`config.mk`:
```
export PLATFORM = sky130hd
export DESIGN_NAME = pixel_task_scheduler
export DESIGN_NICKNAME = d
export VERILOG_FILES = /design/src/rtl/pixel_task_scheduler.sv
export SDC_FILE = /design/constraint.sdc
export NUM_CORES = 1
export LEC_CHECK = 0
export CAP_MARGIN = 0
export CORE_MARGIN = 3
export CORE_UTILIZATION = 50
export CTS_BUF_LIST = sky130_fd_sc_hd__clkbuf_2
export CTS_CLUSTER_DIAMETER = 60
export DETAILED_ROUTE_END_ITERATION = 8
export PLACE_DENSITY_LB_ADDON = 0.2
export SLEW_MARGIN = 20
export SYNTH_ARGS = -nofsm -noshare
export SYNTH_HDL_FRONTEND = slang
export SYNTH_SLANG_ARGS = --single-unit
```
`constraint.sdc`:
```
create_clock -name clk -period 14.4 [get_ports clk]
set_input_delay 2.88 -clock clk [delete_from_list [all_inputs] [get_ports clk]]
set_output_delay 2.88 -clock clk [all_outputs]
set_load 0.03 [all_outputs]
```
`src/rtl/pixel_task_scheduler.sv`:
```
// pixel_task_scheduler: walks a width x height pixel grid in raster order,
// issuing one complex-plane coordinate per pixel to an iteration solver and
// forwarding the in-order solver responses as tagged pixel results.
//
// Ports:
//   clk, reset                 clock, asynchronous active-high reset
//   cfg_start                  one-cycle frame start request
//   cfg_x0/y0, cfg_dx/dy       Q8.20 origin and per-column/per-row steps
//   cfg_width/height           frame dimensions in pixels
//   busy, done                 frame in progress / completion pulse
//   solver_cmd_*               coordinate command stream to the solver
//   solver_rsp_*               iteration-count response stream from the solver
//   pix_*                      pixel result stream (iteration, x, y, last)
module pixel_task_scheduler #(
    parameter int unsigned MAX_INFLIGHT = 8,
    parameter int unsigned DIM_W        = 8
) (
    input  logic                clk,
    input  logic                reset,
    input  logic                cfg_start,
    input  logic [27:0]         cfg_x0,
    input  logic [27:0]         cfg_y0,
    input  logic [27:0]         cfg_dx,
    input  logic [27:0]         cfg_dy,
    input  logic [DIM_W-1:0]    cfg_width,
    input  logic [DIM_W-1:0]    cfg_height,
    output logic                busy,
    output logic                done,
    output logic                solver_cmd_valid,
    input  logic                solver_cmd_ready,
    output logic [27:0]         solver_cmd_payload_x,
    output logic [27:0]         solver_cmd_payload_y,
    input  logic                solver_rsp_valid,
    output logic                solver_rsp_ready,
    input  logic [3:0]          solver_rsp_payload_iteration,
    output logic                pix_valid,
    input  logic                pix_ready,
    output logic [3:0]          pix_iteration,
    output logic [DIM_W-1:0]    pix_x,
    output logic [DIM_W-1:0]    pix_y,
    output logic                pix_last
);

    localparam int unsigned COORD_W = 28;
    localparam int unsigned CNT_W   = 4;
    localparam logic [CNT_W-1:0] MAX_CNT = CNT_W'(MAX_INFLIGHT);

    localparam logic [1:0] S_IDLE  = 2'd0;
    localparam logic [1:0] S_ISSUE = 2'd1;
    localparam logic [1:0] S_DRAIN = 2'd2;

    logic [1:0]         state_q,    state_d;
    logic [COORD_W-1:0] x0_q,       x0_d;
    logic [COORD_W-1:0] dx_q,       dx_d;
    logic [COORD_W-1:0] dy_q,       dy_d;
    logic [DIM_W-1:0]   width_q,    width_d;
    logic [DIM_W-1:0]   height_q,   height_d;
    logic [COORD_W-1:0] cur_x_q,    cur_x_d;
    logic [COORD_W-1:0] cur_y_q,    cur_y_d;
    logic [DIM_W-1:0]   cmd_col_q,  cmd_col_d;
    logic [DIM_W-1:0]   cmd_row_q,  cmd_row_d;
    logic [DIM_W-1:0]   rsp_col_q,  rsp_col_d;
    logic [DIM_W-1:0]   rsp_row_q,  rsp_row_d;
    logic [CNT_W-1:0]   inflight_q, inflight_d;
    logic               done_q,     done_d;

    logic active;
    logic cmd_fire;
    logic rsp_fire;
    logic cmd_last_col;
    logic cmd_last_row;
    logic rsp_last_col;
    logic rsp_last;

    // Status and handshake decode from the state register
    assign active               = (state_q != S_IDLE);
    assign busy                 = active;
    assign done                 = done_q;
    assign solver_cmd_valid     = (state_q == S_ISSUE) && (inflight_q < MAX_CNT);
    assign solver_cmd_payload_x = cur_x_q;
    assign solver_cmd_payload_y = cur_y_q;

    // Responses pass straight through to the pixel port while a frame is open
    assign pix_valid        = active && solver_rsp_valid;
    assign solver_rsp_ready = active && pix_ready;
    assign pix_iteration    = solver_rsp_payload_iteration;
    assign pix_x            = rsp_col_q;
    assign pix_y            = rsp_row_q;

    assign cmd_fire     = solver_cmd_valid && solver_cmd_ready;
    assign rsp_fire     = pix_valid && pix_ready;
    assign cmd_last_col = (cmd_col_q == width_q - DIM_W'(1));
    assign cmd_last_row = (cmd_row_q == height_q - DIM_W'(1));
    assign rsp_last_col = (rsp_col_q == width_q - DIM_W'(1));
    assign rsp_last     = rsp_last_col && (rsp_row_q == height_q - DIM_W'(1));
    assign pix_last     = active && rsp_last;

    // State and datapath registers
    always_ff @(posedge clk or posedge reset) begin
        if (reset) begin
            state_q    <= S_IDLE;
            x0_q       <= '0;
            dx_q       <= '0;
            dy_q       <= '0;
            width_q    <= '0;
            height_q   <= '0;
            cur_x_q    <= '0;
            cur_y_q    <= '0;
            cmd_col_q  <= '0;
            cmd_row_q  <= '0;
            rsp_col_q  <= '0;
            rsp_row_q  <= '0;
            inflight_q <= '0;
            done_q     <= 1'b0;
        end else begin
            state_q    <= state_d;
            x0_q       <= x0_d;
            dx_q       <= dx_d;
            dy_q       <= dy_d;
            width_q    <= width_d;
            height_q   <= height_d;
            cur_x_q    <= cur_x_d;
            cur_y_q    <= cur_y_d;
            cmd_col_q  <= cmd_col_d;
            cmd_row_q  <= cmd_row_d;
            rsp_col_q  <= rsp_col_d;
            rsp_row_q  <= rsp_row_d;
            inflight_q <= inflight_d;
            done_q     <= done_d;
        end
    end

    // Next-state, counter and coordinate logic
    always_comb begin
        state_d    = state_q;
        x0_d       = x0_q;
        dx_d       = dx_q;
        dy_d       = dy_q;
        width_d    = width_q;
        height_d   = height_q;
        cur_x_d    = cur_x_q;
        cur_y_d    = cur_y_q;
        cmd_col_d  = cmd_col_q;
        cmd_row_d  = cmd_row_q;
        rsp_col_d  = rsp_col_q;
        rsp_row_d  = rsp_row_q;
        inflight_d = inflight_q;
        done_d     = 1'b0;

        case (state_q)
            S_IDLE: begin
                if (cfg_start && (cfg_width != '0) && (cfg_height != '0)) begin
                    x0_d      = cfg_x0;
                    dx_d      = cfg_dx;
                    dy_d      = cfg_dy;
                    width_d   = cfg_width;
                    height_d  = cfg_height;
                    cur_x_d   = cfg_x0;
                    cur_y_d   = cfg_y0;
                    cmd_col_d = '0;
                    cmd_row_d = '0;
                    rsp_col_d = '0;
                    rsp_row_d = '0;
                    state_d   = S_ISSUE;
                end
            end
            S_ISSUE: begin
                if (cmd_fire && cmd_last_col && cmd_last_row) begin
                    state_d = S_DRAIN;
                end
            end
            S_DRAIN: begin
                // Only DRAIN may close a frame, so a 1x1 frame ends here too
                if (rsp_fire && rsp_last) begin
                    state_d = S_IDLE;
                    done_d  = 1'b1;
                end
            end
            default: state_d = S_IDLE;
        endcase

        // Command raster walk; coordinates wrap as 28-bit two's complement
        if (cmd_fire) begin
            if (cmd_last_col) begin
                cur_x_d   = x0_q;
                cur_y_d   = cur_y_q + dy_q;
                cmd_col_d = '0;
                cmd_row_d = cmd_row_q + DIM_W'(1);
            end else begin
                cur_x_d   = cur_x_q + dx_q;
                cmd_col_d = cmd_col_q + DIM_W'(1);
            end
        end

        // Response raster walk mirrors the command walk
        if (rsp_fire) begin
            if (rsp_last_col) begin
                rsp_col_d = '0;
                rsp_row_d = rsp_row_q + DIM_W'(1);
            end else begin
                rsp_col_d = rsp_col_q + DIM_W'(1);
            end
        end

        // Outstanding command count
        case ({cmd_fire, rsp_fire})
            2'b10:   inflight_d = inflight_q + CNT_W'(1);
            2'b01:   inflight_d = inflight_q - CNT_W'(1);
            default: inflight_d = inflight_q;
        endcase
    end

endmodule

```
==> PnR_summary.wiki, run 1 <==
{| class="wikitable"
! Metric !! Value
|-
| Vias after detailed routing || 10,034
|-
| Worst Path Required || 11.52 ns
|-
| Final setup violation count || 0
|-
| Layout overhead on the synthesized area || 21.5%
|-
| Worst skew pair latency || 0.77 ns
|-
| Clock slew seen by the registers of the worst setup and hold paths || 0.23 ns
|-
| Static leakage || 6.66 nW
|-
| Drt wl/cell || 16.5 um
|-
| Skew final || 0.0419 ns
|-
| Ratio of routed vias to standard cells || 5.56
|-
| FF-to-FF path depth || 11
|-
| Count of cell types in the netlist || 74
|-
| Share of layout cells above drive strength 1 || 0.0409
|-
| Class of the worst hold path || reg2reg
|-
| Std-Cell Core Area || 0.0227 mm^2
|-
| Setup repair after global routing missed its margin || false
|-
| Largest buffer count on any clock path || 2
|-
| Power, Total || 3.14 mW
|-
| Number of synthesized register bits || 195
|-
| Hold path startpoint || x0_q[12]
|-
| WL final || 29,700 um
|-
| Arr. time, crit path || 4.15 ns
|-
| Fmax || 142 MHz
|-
| Final instance count without filler cells || 1,805
|-
| Setup crit start kind || primary input
|-
| Number of placement rows || 55
|-
| # DRC || 0
|-
| Final hold viol count || 0
|-
| Run status || finished, final reports clean
|-
| Hold Path Sink || x0_q[12]
|-
| Most frequent cells in the layout || nand2_1 (391), clkdlybuf4s50_1 (211), dfrtp_1 (195)
|-
| Hold-fix buffers, CTS || 0
|-
| Number of setup buffers added after CTS || 0
|-
| Root Driver || clkbuf_2
|-
| Commonest non-fill, non-tap cell in the layout || nand2_1
|-
| Met2 track demand over resource in global routing || 0.407
|-
| Number of cells on the worst hold path || 2
|-
| Met1 track demand over resource || 0.318
|-
| Total CTS buffers || 17
|-
| Total congestion overflow || 0
|-
| IO Port Bufs || 211
|-
| Total half-perimeter wirelength after legalization and detailed placement || 21,200 um
|-
| Post-CTS resize count || 0
|-
| Register-to-register setup slack || 10.93 ns
|-
| Top-Level Pins || 220
|-
| VDD IR-drop max || 0.000129 V
|-
| Area of the die || 0.0251 mm^2
|-
| Global-route wire length before repair || 48,400 um
|-
| Antenna violations before repair || 5
|-
| WS Path Type || in2out
|-
| Final min period || 7.03 ns
|-
| Initial core utilization || 0.512
|-
| Synthesis warning total || 0
|-
| Global placement routability congestion || 0.858
|-
| Reg-to-reg critical path endpoint || solver_cmd_payload_y[13]
|-
| Sum Neg Setup Slack || 0 ns
|-
| Height of the die || 158 um
|-
| Routing layer with the top usage in global route || met2
|-
| Number of standard cells after synthesis || 1,328
|-
| Core Util, Final || 0.622
|-
| Power per unit of standard cell area || 222 mW/mm^2
|-
| Post-synthesis async set-or-reset flop share || 1.00
|-
| Final instance area || 0.0141 mm^2
|-
| Maximum fanout count along the critical path || 2
|-
| Net count after synthesis || 1,532
|-
| Number of instances in the placed design || 1,770
|-
| Die width || 158 um
|-
| Number of synthesized flops with an enable pin || 0
|-
| Number of nets in the layout || 1,708
|-
| Portion of the clock cycle consumed by the worst path in the final layout || 0.488
|-
| GRT Total Usage || 0.238
|-
| Commonest register cell after synthesis || dfrtp_1
|-
| Total number of clock tree sinks || 195
|-
| R2r startpoint || width_q[0]
|-
| Final Max Tran Viols || 0
|-
| DR pass1 iterations || 5
|-
| Vias in the first global route || 9,908
|-
| Worst slew margin relative to its limit || 0.372
|-
| Depth of the CTS H-tree || 4
|-
| Kind of end point of the critical path || output port
|-
| Part of the Yosys area used for sequential elements || 0.420
|-
| Post-DRT Antenna Nets || 0
|-
| Transition time at the pin with the least slew margin || 0.940 ns
|-
| Post-Place Cell Area || 0.0139 mm^2
|-
| Met3 Resource Use GR || 0.0391
|-
| Mean instance size in the synthesized netlist || 8.75 um^2
|-
| Pin count of the biggest net entering global routing || 127
|-
| Number of DRC markers in iteration 0 || 649
|-
| Netlist Area Pre-Place || 0.0116 mm^2
|-
| Max_cap viols || 0
|-
| TritonCTS clock tree || yes
|}
[final cells by class]
cell class | count | area [um^2]
fillers | 1988 | 8580
multi-input cells | 1047 | 6390
flip-flops and latches | 195 | 4880
repair buffers | 218 | 2160
well taps | 285 | 357
clock inverters | 13 | 134
inverters | 25 | 101
clock buffers | 19 | 95.1
diodes | 3 | 7.51
[flip-flops by register name, indices dropped and copies added (netlist names)]
signal / cells
pix_x: 8
done: 1
cmd_col_q: 8
x0_q: 28
pix_y: 8
dx_q: 28
solver_cmd_payload_x: 28
width_q: 8
inflight_q: 4
dy_q: 28
height_q: 8
cmd_row_q: 8
solver_cmd_payload_y: 28
state_q: 2
[power by group]
| group | internal, mW | switching, mW | leakage, nW | total [mW] |
|---|---|---|---|---|
| sequential | 0.752 | 0.194 | 2.42 | 0.946 |
| combinational | 0.844 | 1.07 | 4.11 | 1.92 |
| clock | 0.0805 | 0.195 | 0.134 | 0.276 |
| total | 1.68 | 1.46 | 6.66 | 3.14 |
[worst max-delay path, stage by stage]
cell and delay [ns]:
clkdlybuf4s50_1 0.47, and2_1 0.12, clkdlybuf4s50_1 0.68
[cells in the mapped netlist, drive strengths merged, types with 17 or more instances]
cell type / number / share of area
clkbuf: 44 / 0.014
dfrtp: 195 / 0.42
xor2: 51 / 0.038
nor3: 18 / 0.0078
ha: 63 / 0.068
buf: 17 / 0.0095
a21o: 26 / 0.017
xnor2: 42 / 0.032
o21ai: 71 / 0.031
a21oi: 72 / 0.031
nor2: 59 / 0.020
nand2: 392 / 0.13
inv: 24 / 0.0078
nand3: 36 / 0.016
[worst max path at each step]
| stage | from | to | slack [ns] |
|---|---|---|---|
| 6_report | solver_rsp_valid | pix_valid | 7.37 |
| 3_3_place_gp | pix_ready | solver_rsp_ready | 7.39 |
| 3_5_place_dp | solver_rsp_valid | pix_valid | 7.35 |
| 2_1_floorplan | reset | cmd_col_q[0] | 6.21 |
| 5_1_grt | solver_rsp_valid | pix_valid | 7.33 |
| 4_1_cts | solver_rsp_valid | pix_valid | 7.35 |
[per-layer routing]
layer | share of wire | vias up
met5 | 0.00061 | -
met4 | 0.014 | 4
met3 | 0.052 | 30
met2 | 0.49 | 283
met1 | 0.44 | 4774
li1 | - | 4943
[metrics by stage]
stage               setup WS [ns]  hold WS [ns]
floorplan                    6.21         0.441
global placement             7.39         0.452
detailed placement           7.35         0.464
CTS                          7.35         0.515
global route                 7.33         0.540
finish                       7.37         0.511
[cells by family (layout without fill, tap and decap cells)]
kind of cell	after synthesis	in the layout	synth area share
AO/OA/AOI/OAI	291	291	0.161
buffers and inverters	86	275	0.0318
other	0	3	0
multiplexers	16	16	0.0140
AND/OR/NAND/NOR	573	573	0.214
flip-flops	195	195	0.420
adder cells (fa/ha/maj)	66	66	0.0730
XOR/XNOR	101	101	0.0857
Power figures use the tool's default switching activity.
==> inputs of run 2 (changes only) <==
--- a/config.mk
+++ b/config.mk
@@ -7,7 +7,7 @@
 export LEC_CHECK = 0
 export CAP_MARGIN = 0
 export CORE_MARGIN = 3
-export CORE_UTILIZATION = 50
+export CORE_UTILIZATION = 49
 export CTS_BUF_LIST = sky130_fd_sc_hd__clkbuf_2
 export CTS_CLUSTER_DIAMETER = 60
 export DETAILED_ROUTE_END_ITERATION = 8
==> constraint.sdc (replaced) <==
create_clock -name clk -period 5.7 [get_ports clk]
set_input_delay 1.14 -clock clk [delete_from_list [all_inputs] [get_ports clk]]
set_output_delay 1.14 -clock clk [all_outputs]
set_load 0.03 [all_outputs]
==> PnR_summary.wiki, run 2 (synthesized netlist as in run 1, its figures left out) <==
{| class="wikitable"
! Metric !! Value
|-
| Top Layer Used || met4
|-
| Share of layout cells above drive strength 1 || 0.0434 (+0.00255)
|-
| TritonCTS clock tree || yes
|-
| DR pass1 iterations || 5 (unchanged)
|-
| Skew final || 0.0451 ns (+0.00324 ns)
|-
| Total CTS buffers || 17 (unchanged)
|-
| Most frequent cells in the layout || nand2_1 (391), clkdlybuf4s50_1 (211), dfrtp_1 (195)
|-
| Global-route wire length before repair || 50,100 um (+3.5%)
|-
| Initial core utilization || 0.506 (-0.00613)
|-
| Switching fraction of total power || 0.465 (-0.00102)
|-
| Total half-perimeter wirelength after legalization and detailed placement || 22,200 um (+4.5%)
|-
| WL final || 30,200 um (+1.7%)
|-
| Largest buffer count on any clock path || 2 (unchanged)
|-
| Maximum fanout count along the critical path || 8 (+6)
|-
| Number of nets in the layout || 1,711 (+0.18%)
|-
| Number of setup buffers added after CTS || 0 (unchanged)
|-
| Worst setup path start || width_q[0]
|-
| Arr. time, crit path || 3.54 ns (-0.61 ns)
|-
| Met3 wirelength from detailed routing || 1530 um (-0.58%)
|-
| Class of the worst hold path || reg2reg
|-
| Final Max Tran Viols || 0 (unchanged)
|-
| Number of cells on the worst hold path || 1 (-1)
|-
| VDD IR-drop max || 0.000388 V (+200%)
|-
| Transition time at the pin with the least slew margin || 0.945 ns (+0.00463 ns)
|-
| Run status || finished, final reports clean
|-
| Met2 routed WL || 14,800 um (+1.1%)
|-
| Clock slew seen by the registers of the worst setup and hold paths || 0.28 ns (+0.05 ns)
|-
| Layout overhead on the synthesized area || 22.1%
|-
| Final setup violation count || 0 (unchanged)
|-
| Worst Path Required || 4.56 ns (-6.96 ns)
|-
| Die width || 160 um (+0.98%)
|-
| Vias in the first global route || 10,081 (+1.7%)
|-
| Flop pwr share || 0.302 (about the same)
|-
| Reg-to-reg critical path endpoint || solver_cmd_payload_y[13]
|-
| Clock network power share || 0.087 (about the same)
|-
| Number of DRC markers in iteration 0 || 642 (-1.1%)
|-
| Worst skew pair latency || 0.77 ns (about the same)
|-
| # DRC || 0 (unchanged)
|-
| Final hold viol count || 0 (unchanged)
|-
| Ratio of routed vias to standard cells || 5.46 (-1.7%)
|-
| Switching power of the nets || 3.69 mW (+150%)
|-
| Proportion of power drawn by combinational gates || 0.611 (about the same)
|-
| Max_cap viols || 0 (unchanged)
|-
| Worst slew margin relative to its limit || 0.369 (-0.00320)
|-
| Final min period || 4.68 ns
|-
| Post-CTS resize count || 0 (unchanged)
|-
| Kind of end point of the critical path || output port
|-
| Final hold slack || 0.502 ns (-0.00823 ns)
|-
| Hold-fix buffers, CTS || 0 (unchanged)
|-
| Number of placement rows || 55 (unchanged)
|-
| Total congestion overflow || 0 (unchanged)
|-
| R2r startpoint || width_q[0]
|-
| WS Path Type || reg2out
|-
| IO Port Bufs || 211 (unchanged)
|-
| Register-to-register setup slack || 1.83 ns (-9.10 ns)
|-
| Setup repair after global routing missed its margin || false
|-
| Vias after detailed routing || 10,031 (-0.030%)
|-
| Commonest non-fill, non-tap cell in the layout || nand2_1
|-
| Portion of the clock cycle consumed by the worst path in the final layout || 0.822
|-
| Fmax || 214 MHz
|-
| Power per unit of standard cell area || 559 mW/mm^2 (+150%)
|-
| Depth of the CTS H-tree || 4 (unchanged)
|-
| Antenna violations before repair || 2 (-3)
|-
| Root Driver || clkbuf_2
|-
| GRT Total Usage || 0.236 (-0.00263)
|-
| Pin count of the biggest net entering global routing || 106 (-17%)
|-
| Post-DRT Antenna Nets || 0 (unchanged)
|-
| FF-to-FF path depth || 10 (-1)
|-
| Std-Cell Core Area || 0.0230 mm^2 (+1.2%)
|-
| Area of the die || 0.0256 mm^2 (+2.0%)
|-
| Static leakage || 6.68 nW (+0.24%)
|-
| Worst setup path endpoint || pix_last
|-
| Design internal power || 4.25 mW (+150%)
|-
| Top-Level Pins || 220 (unchanged)
|-
| Drt wl/cell || 16.5 um (about the same)
|-
| Height of the die || 160 um (+0.98%)
|-
| Core Util, Final || 0.618 (-0.00451)
|-
| Post-route met1 wirelength || 13,400 um (+2.9%)
|-
| Total number of clock tree sinks || 195 (unchanged)
|-
| Global placement routability congestion || 0.861 (+0.40%)
|-
| Sum Neg Setup Slack || 0 ns (unchanged)
|-
| Setup crit start kind || register
|}
## run 2: how the worst min path moves through the flow
| stage | from | end |
|---|---|---|
| after floorplan | x0_q[2] | x0_q[2] |
| after global placement | x0_q[2] | x0_q[2] |
| after detailed placement | x0_q[5] | x0_q[5] |
| after CTS | inflight_q[3] | inflight_q[3] |
| after global routing | inflight_q[3] | inflight_q[3] |
| final | inflight_q[3] | inflight_q[3] |
## run 2: power groups by stage
stage	logic, mW	registers [mW]	clock network, mW
5_1_grt	5.39	2.46	0.766
6_report	4.85	2.40	0.694
3_3_place_gp	4.72	2.41	0
4_1_cts	4.85	2.39	0.718
3_5_place_dp	4.81	2.42	0
2_1_floorplan	3.21	2.69	0
## run 2: metal layers
| layer | global-route usage | up-vias |
|---|---|---|
| met5 | 0 | - |
| met4 | 0.0521 | 0 |
| met3 | 0.0475 | 33 |
| met2 | 0.411 | 250 |
| met1 | 0.304 | 4804 |
| li1 | - | 4944 |
## run 2: final cells by class
| cell class | instances | area, um^2 |
|---|---|---|
| Multi-Input combinational cell | 1047 | 6390 |
| Clock inverter | 13 | 135 |
| Tap cell | 313 | 392 |
| Inverter | 25 | 97.6 |
| Antenna cell | 3 | 7.51 |
| Clock buffer | 19 | 95.1 |
| Fill cell | 2102 | 8790 |
| Timing Repair Buffer | 221 | 2200 |
| Sequential cell | 195 | 4880 |
## run 2: through the flow
stage | area, um^2 | cells | total power [mW] | setup slack [ns]
after floorplan | 11600 | 1328 | 5.90 | 2.04
after global placement | 14000 | 1801 | 7.13 | 1.86
after detailed placement | 14000 | 1801 | 7.23 | 1.78
after CTS | 14200 | 1833 | 7.96 | 0.944
after global routing | 14200 | 1835 | 8.62 | 0.724
final | 14200 | 1836 | 7.94 | 1.02
## run 2: worst max-delay path: stages (launching register included)
cell	delay, ns
dfrtp_1	0.50
inv_1	0.10
ha_1	0.19
nor3b_2	0.24
xor3_1	0.27
nor4_2	0.30
nand4_2	0.25
nor3_1	0.22
clkdlybuf4s50_1	0.71
==> inputs of run 3 (changes only) <==
--- a/config.mk
+++ b/config.mk
@@ -7,7 +7,7 @@
 export LEC_CHECK = 0
 export CAP_MARGIN = 0
 export CORE_MARGIN = 3
-export CORE_UTILIZATION = 49
+export CORE_UTILIZATION = 50
 export CTS_BUF_LIST = sky130_fd_sc_hd__clkbuf_2
 export CTS_CLUSTER_DIAMETER = 60
 export DETAILED_ROUTE_END_ITERATION = 8
==> constraint.sdc (replaced) <==
create_clock -name clk -period 4.8 [get_ports clk]
set_input_delay 0.96 -clock clk [delete_from_list [all_inputs] [get_ports clk]]
set_output_delay 0.96 -clock clk [all_outputs]
set_load 0.03 [all_outputs]
==> PnR_summary.wiki, run 3 (synthesized netlist as in run 1, its figures left out) <==
{| class="wikitable"
! Metric !! Value
|-
| Drt wl/cell || 16.4 um (-0.57%)
|-
| IO Port Bufs || 211 (unchanged)
|-
| Number of DRC markers in iteration 0 || 578 (-10%)
|-
| Vias in the first global route || 9,723 (-3.6%)
|-
| Die width || 158 um (-0.97%)
|-
| Final Max Tran Viols || 0 (unchanged)
|-
| Run status || finished, final reports clean
|-
| GRT Total Usage || 0.234 (-0.00136)
|-
| Antenna violations before repair || 4 (+2)
|-
| Kind of end point of the critical path || output port
|-
| Most frequent cells in the layout || nand2_1 (391), clkdlybuf4s50_1 (210), dfrtp_1 (195)
|-
| R2r startpoint || width_q[0]
|-
| Arr. time, crit path || 3.19 ns (-0.35 ns)
|-
| Class of the worst hold path || reg2reg
|-
| FF-to-FF path depth || 10 (unchanged)
|-
| Hold-fix buffers, CTS || 0 (unchanged)
|-
| Total number of clock tree sinks || 195 (unchanged)
|-
| Share of layout cells above drive strength 1 || 0.0428 (-0.000658)
|-
| WS Path Type || reg2out
|-
| Total congestion overflow || 0 (unchanged)
|-
| Top-Level Pins || 220 (unchanged)
|-
| Total CTS buffers || 17 (unchanged)
|-
| Pin count of the biggest net entering global routing || 105 (-0.94%)
|-
| Proportion of power drawn by combinational gates || 0.606 (-0.005)
|-
| Worst setup path start || width_q[0]
|-
| Skew final || 0.0430 ns (-0.00215 ns)
|-
| Post-DRT Antenna Nets || 0 (unchanged)
|-
| Design internal power || 5.14 mW (+21%)
|-
| Register-to-register setup slack || 1.32 ns (-0.51 ns)
|-
| Number of nets in the layout || 1,712 (+0.058%)
|-
| Max_cap viols || 0 (unchanged)
|-
| Power per unit of standard cell area || 667 mW/mm^2 (+19%)
|-
| Reg-to-reg critical path endpoint || solver_cmd_payload_y[27]
|-
| Largest buffer count on any clock path || 2 (unchanged)
|-
| Worst skew pair latency || 0.75 ns (-0.02 ns)
|-
| Layout overhead on the synthesized area || 22.5%
|-
| Number of setup buffers added after CTS || 0 (unchanged)
|-
| Setup repair after global routing missed its margin || false
|-
| Worst Path Required || 3.84 ns (-0.72 ns)
|-
| Switching fraction of total power || 0.459 (-0.00624)
|-
| Maximum fanout count along the critical path || 8 (unchanged)
|-
| Root Driver || clkbuf_2
|-
| DR pass1 iterations || 5 (unchanged)
|-
| Clock slew seen by the registers of the worst setup and hold paths || 0.25 ns (-0.03 ns)
|-
| VDD IR-drop max || 0.000355 V (-8.4%)
|-
| Ratio of routed vias to standard cells || 5.58 (+2.2%)
|-
| Transition time at the pin with the least slew margin || 0.828 ns (-0.117 ns)
|-
| Flop pwr share || 0.298 (-0.004)
|-
| Post-placement setup slack || 1.08 ns (-0.696 ns)
|-
| Global-route wire length before repair || 47,500 um (-5.2%)
|-
| Vias after detailed routing || 10,095 (+0.64%)
|-
| Number of placement rows || 55 (unchanged)
|-
| Fmax || 241 MHz
|-
| Worst slew margin relative to its limit || 0.448 (+0.0796)
|-
| Power, Total || 9.50 mW (+20%)
|-
| Min setup slack post-route || 0.647 ns (-0.370 ns)
|-
| Global placement routability congestion || 0.855 (-0.73%)
|-
| Std-Cell Core Area || 0.0227 mm^2 (-1.2%)
|-
| Final min period || 4.15 ns
|-
| Sum Neg Setup Slack || 0 ns (unchanged)
|-
| Total half-perimeter wirelength after legalization and detailed placement || 21,500 um (-3.1%)
|-
| Clock network power share || 0.096 (+0.009)
|-
| Filler instances || 1,969 (-6.3%)
|-
| Initial core utilization || 0.512 (+0.00613)
|-
| Setup crit start kind || register
|-
| Worst setup path endpoint || pix_last
|-
| Commonest non-fill, non-tap cell in the layout || nand2_1
|-
| Switching power of the nets || 4.36 mW (+18%)
|-
| Static leakage || 6.73 nW (+0.74%)
|-
| Depth of the CTS H-tree || 4 (unchanged)
|-
| Final setup violation count || 0 (unchanged)
|-
| Height of the die || 158 um (-0.97%)
|-
| Final hold viol count || 0 (unchanged)
|-
| WL final || 29,600 um (-2.1%)
|-
| Portion of the clock cycle consumed by the worst path in the final layout || 0.865
|-
| # DRC || 0 (unchanged)
|-
| Area of the die || 0.0251 mm^2 (-1.9%)
|-
| TritonCTS clock tree || yes
|}
[run 3: what timing repair did]
action | in CTS | in global routing
setup endpoints to repair | 0 | 1
gates resized for setup | 0 | 1
endpoints found under the hold margin | 0 | 0
[run 3: worst min-delay path by stage]
stage	slack (ns)	cells after the start	startpoint	to
after floorplan	0.44	2	x0_q[2]	x0_q[2]
after global placement	0.45	2	x0_q[2]	x0_q[2]
after detailed placement	0.46	2	x0_q[23]	x0_q[23]
after CTS	0.49	1	inflight_q[3]	inflight_q[3]
after global routing	0.52	1	inflight_q[3]	inflight_q[3]
final	0.49	1	inflight_q[3]	inflight_q[3]
[run 3: per-stage QoR]
step / area, um^2 / hold slack [ns] / util / cells
6_report: 14200 / 0.492 / 0.627 / 1808
5_1_grt: 14200 / 0.519 / 0.627 / 1808
4_1_cts: 14200 / 0.494 / 0.626 / 1805
3_5_place_dp: 14000 / 0.460 / 0.614 / 1774
3_3_place_gp: 14000 / 0.453 / 0.614 / 1774
2_1_floorplan: 11600 / 0.441 / - / 1328
[run 3: power groups by stage]
stage / registers [mW] / logic (mW) / clock network, mW
finish: 2.83 / 5.75 / 0.913
global route: 2.92 / 6.37 / 1.00
CTS: 2.83 / 5.75 / 0.938
detailed placement: 2.86 / 5.71 / 0
global placement: 2.85 / 5.59 / 0
floorplan: 3.19 / 3.81 / 0
[run 3: layer usage]
layer	part of all wire	vias to the layer above	wire length, um	global-route usage
met5	0.00027	-	8	0
met4	0.018	2	538	0.0651
met3	0.049	35	1440	0.0408
met2	0.49	291	14400	0.395
met1	0.45	4814	13200	0.314
li1	-	4953	-	-
[run 3: layout make-up]
cell class	count	area, um^2	area share
tap	285	357	0.0251
antenna	3	7.51	0.000527
clock inverter	13	183	0.0128
multi-input combinational	1047	6380	0.449
clock buffer	18	90.1	0.00633
inverter	25	97.6	0.00686
timing repair buffer	222	2230	0.157
sequential	195	4880	0.343
[run 3: worst max-delay path, cell delays in order, from the launching register on]
cell and delay (ns):
dfrtp_1 0.51, inv_1 0.10, ha_1 0.20, nor3b_2 0.23, xor3_1 0.27, nor4_2 0.30
nand4_2 0.26, nor3_1 0.25, dlymetal6s2s_1 0.33
